File: src/rtl/fetch_unit_pkg.sv
// Shared core definitions for the instruction fetch path: FSM encoding,
// redirect source codes and small address helpers.
package fetch_unit_pkg;

    typedef enum logic [1:0] {
        StIdle = 2'b00,
        StReq  = 2'b01,
        StWait = 2'b10,
        StHold = 2'b11
    } fetch_state_e;

    localparam logic [1:0] RedirBranch = 2'b00;
    localparam logic [1:0] RedirJump   = 2'b01;
    localparam logic [1:0] RedirTrap   = 2'b10;
    localparam logic [1:0] RedirReset  = 2'b11;

    localparam logic [31:0] InstrBytes = 32'd4;

    // Instruction fetches are word aligned; low address bits are discarded.
    function automatic logic [31:0] word_align(input logic [31:0] addr);
        return {addr[31:2], 2'b00};
    endfunction

    // Sequential next address; wraps modulo 2^32 by construction.
    function automatic logic [31:0] next_pc(input logic [31:0] pc);
        return pc + InstrBytes;
    endfunction

endpackage

File: src/rtl/Mux4.sv
// Generic 4:1 multiplexer shared across the core datapath.
module Mux4 #(
    parameter int unsigned Width = 32
) (
    input  logic [1:0]       sel,
    input  logic [Width-1:0] in0,
    input  logic [Width-1:0] in1,
    input  logic [Width-1:0] in2,
    input  logic [Width-1:0] in3,
    output logic [Width-1:0] out
);

    always_comb begin
        out = in0;
        unique case (sel)
            2'b00: out = in0;
            2'b01: out = in1;
            2'b10: out = in2;
            2'b11: out = in3;
            default: out = in0;
        endcase
    end

endmodule

File: src/rtl/fetch_unit.sv
// Single-outstanding-request instruction fetch unit with PC redirect and a
// one-entry holding register toward the decoder.
module fetch_unit
    import fetch_unit_pkg::*;
#(
    parameter logic [31:0] RESET_VECTOR = 32'h0000_0000
) (
    input  logic        Clk,
    input  logic        Rst_n,
    input  logic        Stall,
    input  logic        RedirValid,
    input  logic [1:0]  RedirSel,
    input  logic [31:0] BranchTarget,
    input  logic [31:0] JumpTarget,
    input  logic [31:0] TrapVector,
    output logic        ImemReq,
    output logic [31:0] ImemAddr,
    input  logic        ImemGnt,
    input  logic        ImemRvalid,
    input  logic [31:0] ImemRdata,
    output logic        InstrValid,
    output logic [31:0] Instr,
    output logic [31:0] InstrPc,
    output logic [31:0] PcPlus4
);

    fetch_state_e state_q;
    logic [31:0]  pc_q;
    logic         drop_q;
    logic         req_q;
    logic         valid_q;
    logic [31:0]  instr_q;
    logic [31:0]  instr_pc_q;

    logic [31:0]  redir_raw;
    logic [31:0]  redir_target;

    Mux4 #(
        .Width(32)
    ) u_redir_mux (
        .sel(RedirSel),
        .in0(BranchTarget),
        .in1(JumpTarget),
        .in2(TrapVector),
        .in3(RESET_VECTOR),
        .out(redir_raw)
    );

    assign redir_target = word_align(redir_raw);

    always_ff @(posedge Clk) begin
        if (!Rst_n) begin
            state_q    <= StIdle;
            pc_q       <= RESET_VECTOR;
            drop_q     <= 1'b0;
            req_q      <= 1'b0;
            valid_q    <= 1'b0;
            instr_q    <= '0;
            instr_pc_q <= '0;
        end else begin
            // A redirect always wins the PC; the sequential increment below
            // is only taken when no redirect is present.
            if (RedirValid) begin
                pc_q <= redir_target;
            end

            unique case (state_q)
                StIdle: begin
                    state_q <= StReq;
                    req_q   <= 1'b1;
                end

                StReq: begin
                    if (ImemGnt) begin
                        // The granted request still targets the old PC, so a
                        // redirect in this cycle marks its response stale.
                        state_q <= StWait;
                        req_q   <= 1'b0;
                        drop_q  <= RedirValid;
                    end else begin
                        state_q <= StReq;
                        req_q   <= 1'b1;
                    end
                end

                StWait: begin
                    if (ImemRvalid) begin
                        if (RedirValid || drop_q) begin
                            drop_q  <= 1'b0;
                            state_q <= StReq;
                            req_q   <= 1'b1;
                        end else begin
                            instr_q    <= ImemRdata;
                            instr_pc_q <= pc_q;
                            valid_q    <= 1'b1;
                            pc_q       <= next_pc(pc_q);
                            state_q    <= StHold;
                            req_q      <= 1'b0;
                        end
                    end else begin
                        if (RedirValid) begin
                            drop_q <= 1'b1;
                        end
                        state_q <= StWait;
                        req_q   <= 1'b0;
                    end
                end

                StHold: begin
                    if (RedirValid || !Stall) begin
                        valid_q <= 1'b0;
                        state_q <= StReq;
                        req_q   <= 1'b1;
                    end else begin
                        state_q <= StHold;
                        req_q   <= 1'b0;
                    end
                end

                default: begin
                    state_q <= StIdle;
                    req_q   <= 1'b0;
                    valid_q <= 1'b0;
                    drop_q  <= 1'b0;
                end
            endcase
        end
    end

    assign ImemReq    = req_q;
    assign ImemAddr   = pc_q;
    assign InstrValid = valid_q;
    assign Instr      = instr_q;
    assign InstrPc    = instr_pc_q;
    assign PcPlus4    = next_pc(instr_pc_q);

endmodule

File: config.mk
export PLATFORM = sky130hd
export DESIGN_NAME = fetch_unit
export DESIGN_NICKNAME = d
export VERILOG_FILES = /design/src/rtl/fetch_unit_pkg.sv /design/src/rtl/Mux4.sv /design/src/rtl/fetch_unit.sv
export SDC_FILE = /design/constraint.sdc
export NUM_CORES = 1
export LEC_CHECK = 0
export CAP_MARGIN = 20
export CORE_ASPECT_RATIO = 0.7
export CORE_MARGIN = 2
export CORE_UTILIZATION = 45
export DETAILED_ROUTE_END_ITERATION = 12
export DONT_BUFFER_PORTS = 1
export PLACE_DENSITY_LB_ADDON = 0.3
export SLEW_MARGIN = 20
export SYNTH_ARGS = -nofsm -noshare
export SYNTH_HDL_FRONTEND = slang
export SYNTH_SLANG_ARGS = --single-unit
export TNS_END_PERCENT = 30
File: constraint.sdc
create_clock -name Clk -period 2.1 [get_ports Clk]
set_clock_uncertainty 0.05 [all_clocks]
set_input_delay 0.21 -clock Clk [delete_from_list [all_inputs] [get_ports Clk]]
set_output_delay 0.21 -clock Clk [all_outputs]
set_load 0.01 [all_outputs]
==> results of run 1 <==
-- metal layers --
layer  share of wire  vias to the layer above
met2            0.48                      254
met1            0.41                     2678
met5               0                        -
li1                -                     2639
met4           0.015                        0
met3           0.090                       32
-- cells by family (layout without fill, tap and decap cells) --
kind of cell	Yosys count	in the layout	synth area share
compound gates	168	168	0.193
xor+xnor	35	35	0.0558
fa+ha+maj	2	2	0.00456
buf+inv	68	141	0.0577
flops	101	101	0.368
mux	30	30	0.0547
simple gates	299	299	0.266
-- worst paths after layout --
check,from,cells past startpoint,to,slack (ns)
setup / recovery,InstrPc[10],4,PcPlus4[22],-0.09
hold / removal,RedirSel[1],3,ImemAddr[15],0.03
setup reg to reg,ImemAddr[13],5,ImemAddr[31],-0.06
hold reg to reg,Instr[0],2,Instr[0],0.46
-- final cells by class --
type | count | area, µm²
clock inverter | 5 | 61.3
sequential | 101 | 2040
inverter | 14 | 52.6
tap | 157 | 196
multi-input combinational | 534 | 3430
timing repair buffer | 111 | 941
fill | 1055 | 4850
clock buffer | 11 | 233
-- state kept, by name, indices dropped and copies added, names as in the netlist --
register / cells
ImemAddr: 32
ImemReq: 1
Instr: 32
InstrPc: 32
InstrValid: 1
drop_q: 1
state_q: 2
-- synthesized netlist by cell type (14+ instances only) --
master / n
nand3_1: 21
xnor2_1: 21
nand2_1: 153
xor2_1: 14
dfxtp_1: 101
a21oi_1: 83
nand4_1: 21
mux2i_1: 30
nor2_1: 23
nor3_1: 16
clkbuf_1: 43
o21ai_0: 21
-- power groups by stage --
stage	Clock [µW]	Sequential (µW)	Combinational, µW
floorplan	0	2100	268
global placement	0	2070	389
detailed placement	0	2070	399
CTS	1690	2030	463
global route	1790	2040	517
finish	1670	2030	477
-- through the flow --
step                      cell area, µm²  utilization  setup slack, ns  hold slack (ns)  TNS (ns)
final                               6960        0.589          -0.0949           0.0311    -0.467
after global routing                6960        0.589           -0.176          0.00464     -1.85
after CTS                           6830        0.578           -0.113          0.00201    -0.714
after detailed placement            5970        0.506          -0.0401            0.291   -0.0401
after global placement              5970        0.506           0.0343            0.285         0
after floorplan                     5520            -         -0.00901            0.296   -0.0180
-- critical path, cell delays in order, from the launching register on --
cell	delay, ns
dfxtp_2	0.33
nand4_1	0.11
or4_4	0.65
nor3_2	0.21
xor2_1	0.28
-- what timing repair did --
item	in CTS	in global routing
buffers inserted	2	5
endpoints found under the hold margin	52	1
gates resized for setup	38	20
endpoints found under the setup margin	20	21
hold buffers	35	1
pin swaps	16	14
==> results.tsv, run 1 <==
stage	metric	value	unit
power_and_ir_drop	p_sw	1050	µW
layout	final_common_cell	nand2_1	
run_status	violations	setup timing	
floorplanning	die_h	96.4	µm
detailed_routing	routed_wl	18600	µm
detailed_routing	drc_errors	0	
power_and_ir_drop	power	4170	µW
global_route	grt-ovfl-total	0	
global_route	grt_pass1_wl	27900	µm
timing	setup_ws	-0.0949	ns
placement	hpwl	13000	µm
timing	relSlewSlack	0.473	
detailed_routing	drt_iter0_markers	397	
cts	cts_max_level	3	
layout	synthToLayoutAreaGrowth	26.7	%
floorplanning	rows	33	
detailed_routing	dr.pass1.iters	6	
layout	layout_common_cells	151 x nand2_1, 87 x dfxtp_1, 83 x a21oi_1, 71 x buf_4, 36 x dlygate4sd3_1	
synth	ys.flop_type	dfxtp_1	
floorplanning	die_width	136	µm
power_and_ir_drop	worst_ir_drop_vdd	345	µV
synth	synth_top_area_frac	0.368	
synth	synth_cell_types	58	
cts	root_buffer	clkbuf_16	
synth	syn-instance-count	703	
run	drv_cap	0	
placement	dp.cells	874	
synth	syn_avg_cell_area	7.81	µm²
timing	period_needed	2.19	ns
timing	maxSlewViolCount	0	
global_route	grtUsageTotal	0.271	
timing	min_period_over_period	1.05	
power_and_ir_drop	p_per_area	600	mW/mm²
global_route	grt_pass1_vias	5295	
power_and_ir_drop	intPower	3120	µW
timing	hold_viol_final	0	
power_and_ir_drop	power_frac_comb	0.114	
worst_setup_path	worstSetupPathType	reg -> out	
global_route	grt_use_met3	0.0939	
synth	synth_area_leaders	dfxtp_1 37%, nand2_1 10%, a21oi_1 7.6%	
layout	n_antenna_cell	0	
worst_setup_path	end_kind	primary output	
power_and_ir_drop	leakagePower	0.00265	µW
cts	insertion_delay	0.34	ns
detailed_routing	avgViaCountPerCell	6.01	
layout	stdcell_count	933	
global_route	antenna_found_initial	0	
timing	worst_pin_slew	0.787	ns
cts	clk_pin_slew_worst_paths	0.07	ns
detailed_routing	vias	5603	
synth	yosysSeqAreaShare	0.368	
worst_setup_path	required	1.84	ns
cts	cts_buffers	9	
placement	io_buffers	0	
layout	nets	909	
timing	rsz0062_at_grt	yes	
worst_setup_path	worstSetupStartpointType	flop	
detailed_routing	ant_nets	0	
run_status	status	complete, but fails checks	
synth	yosysWarnings	0	
synth	async_reset_ff_frac	0	
worst_setup_path	arrival	1.93	ns
floorplanning	start_util	0.465	
power_and_ir_drop	clock_power_share	0.399	
global_route	grt_max_degree	37	
power_and_ir_drop	p_sw_frac	0.252	
floorplanning	core_area	0.0118	mm²
power_and_ir_drop	seqPwrFrac	0.487	
synth	synthesis.area	0.00549	mm²
timing	fmax	456	MHz
placement	place_congestion	0.855	
global_route	use_met1	0.340	
global_route	top_usage_layer	met2	
cts	cts.sinks	101	
worst_setup_path	crit_fanout	8	
global_route	use_met2	0.451	
hold_path	hold_path_class	in -> reg	
synth	yosysTopAreaCell	dfxtp_1	
synth	synth_nets	841	
floorplanning	ioPinCount	266	
layout	drive_above_1_share	0.202	
detailed_routing	wl_per_cell	19.9	µm
cts	cts_tree	done	
synth	synth_seq_cells	101	
timing	setup_violations	10	
synth	synth_edf_count	0	
floorplanning	die-area	0.0131	mm²
cts	clockBufferDepth	2	
No activity file was read; power rests on OpenSTA's default activity.
==> run 2, diff against run 1 <==
RECOVER_POWER = 25   (was not set)
==> results.tsv, run 2 (synthesized netlist as in run 1, its figures left out) <==
stage	metric	value	unit
power_and_ir_drop	leakagePower	0.00263	µW
placement	io_buffers	0	
global_route	grt_pass1_vias	5295	
placement	hpwl	13000	µm
layout	layout_common_cells	151 x nand2_1, 87 x dfxtp_1, 83 x a21oi_1, 67 x buf_4, 36 x dlygate4sd3_1	
layout	final_area	0.00694	mm²
hold_path	hold_path_class	in -> reg	
detailed_routing	wl_per_cell	19.9	µm
floorplanning	ioPinCount	266	
cts	clockBufferDepth	2	
floorplanning	core_area	0.0118	mm²
power_and_ir_drop	power_frac_comb	0.114	
floorplanning	rows	33	
layout	n_antenna_cell	0	
timing	setup_tns	-0.495	ns
cts	root_buffer	clkbuf_16	
layout	final_common_cell	nand2_1	
timing	maxSlewViolCount	0	
placement	pre_cts_ws	-0.0401	ns
power_and_ir_drop	worst_ir_drop_vdd	345	µV
cts	cts_tree	done	
power_and_ir_drop	p_per_area	600	mW/mm²
timing	relSlewSlack	0.471	
placement	place_congestion	0.855	
timing	hold_viol_final	0	
timing	worst_pin_slew	0.791	ns
worst_setup_path	cpPeakStageDelay	0.65	ns
floorplanning	die_width	136	µm
worst_setup_path	ff2ff_setup_slack	-0.06	ns
power_and_ir_drop	p_sw_frac	0.252	
layout	synthToLayoutAreaGrowth	26.5	%
placement	placed_area	0.00597	mm²
worst_setup_path	crit_fanout	8	
timing	setup_ws	-0.0962	ns
layout	final.fill_count	1057	
worst_setup_path	crit_chain	nand4_1 -> or4_4 -> nor3_2 -> xor2_1	
cts	cts_buffers	9	
run	drv_cap	0	
power_and_ir_drop	seqPwrFrac	0.487	
timing	setup_violations	10	
detailed_routing	dr.pass1.iters	5	
cts	cts_max_level	3	
detailed_routing	routed_wl	18600	µm
power_and_ir_drop	p_sw	1050	µW
run_status	violations	setup timing	
floorplanning	die-area	0.0131	mm²
cts	clk_pin_slew_worst_paths	0.07	ns
detailed_routing	drt_iter0_markers	405	
timing	period_needed	2.20	ns
layout	drive_above_1_share	0.197	
global_route	grt_pass1_wl	27900	µm
global_route	grt_max_degree	37	
timing	rsz0062_at_grt	yes	
floorplanning	die_h	96.4	µm
cts	insertion_delay	0.34	ns
global_route	grt-ovfl-total	0	
worst_setup_path	arrival	1.94	ns
global_route	grtUsageTotal	0.271	
timing	min_period_over_period	1.05	
detailed_routing	ant_nets	0	
worst_setup_path	slowest_stage	or4_4	
cts	cts.sinks	101	
detailed_routing	vias	5591	
detailed_routing	drc_errors	0	
worst_setup_path	worstSetupStartpointType	flop	
worst_setup_path	end_kind	primary output	
floorplanning	start_util	0.465	
global_route	antenna_found_initial	0	
detailed_routing	avgViaCountPerCell	5.99	
layout	multi_input_area	0.00343	mm²
run_status	status	complete, but fails checks	
layout	seqCellArea	0.00204	mm²
power_and_ir_drop	clock_power_share	0.398	
worst_setup_path	required	1.84	ns
layout	nets	909	
timing	fmax	455	MHz
power_and_ir_drop	intPower	3120	µW
worst_setup_path	worstSetupPathType	reg -> out	
-- run 2: cell count changes in the layout (fill, tap and decap cells not counted), sizes merged --
cell    delta
clkbuf     +4
buf        -4
-- run 2: cell type report --
class,count,share of cell area
inverters,14,0.00757
clock inverters,5,0.00883
multi-input cells,534,0.495
well taps,157,0.0283
clock buffers,11,0.0335
flip-flops and latches,101,0.294
repair buffers,111,0.133
-- run 2: power groups by stage --
stage / registers, µW / clock network, µW / logic, µW
6_report: 2030 / 1660 / 476
5_1_grt: 2040 / 1790 / 516
3_5_place_dp: 2070 / 0 / 399
2_1_floorplan: 2100 / 0 / 268
3_3_place_gp: 2070 / 0 / 389
4_1_cts: 2030 / 1690 / 463
-- run 2: worst paths after layout --
kind / from / end / cells past startpoint
setup reg to reg: ImemAddr[13] / ImemAddr[31] / 5
hold / removal: RedirValid / ImemAddr[18] / 1
hold reg to reg: Instr[0] / Instr[0] / 2
setup / recovery: InstrPc[10] / PcPlus4[22] / 4
-- run 2: what timing repair did --
| item | 4_1_cts | 5_1_grt |
|---|---|---|
| hold endpoints to repair | 52 | 1 |
| hold buffers | 35 | 1 |
| endpoints found under the setup margin | 20 | 21 |
| buffers inserted | 2 | 5 |
| pin swaps | 16 | 14 |
| resized for setup | 38 | 20 |
-- run 2: stage by stage --
step / hold WS, ns / std cells / power, µW / utilization
5_1_grt: 0.00464 / 933 / 4340 / 0.588
3_3_place_gp: 0.285 / 874 / 2460 / 0.506
6_report: 0.0317 / 933 / 4170 / 0.588
2_1_floorplan: 0.296 / 703 / 2370 / -
3_5_place_dp: 0.291 / 874 / 2470 / 0.506
4_1_cts: 0.00201 / 927 / 4180 / 0.578
-- run 2: worst max-delay path, delay by kind of cell (launching register included) --
family                    cells  cell delay (ns)
and+or+nand+nor               3             0.97
xor gates and xnor gates      1             0.28
DFF                           1             0.33
-- run 2: per-layer routing --
| layer | up-vias | GRT usage | share of wire |
|---|---|---|---|
| li1 | 2635 | - | - |
| met1 | 2670 | 0.340 | 0.42 |
| met2 | 256 | 0.451 | 0.48 |
| met3 | 30 | 0.0939 | 0.089 |
| met4 | 0 | 0.0668 | 0.014 |
| met5 | - | 0 | 0 |
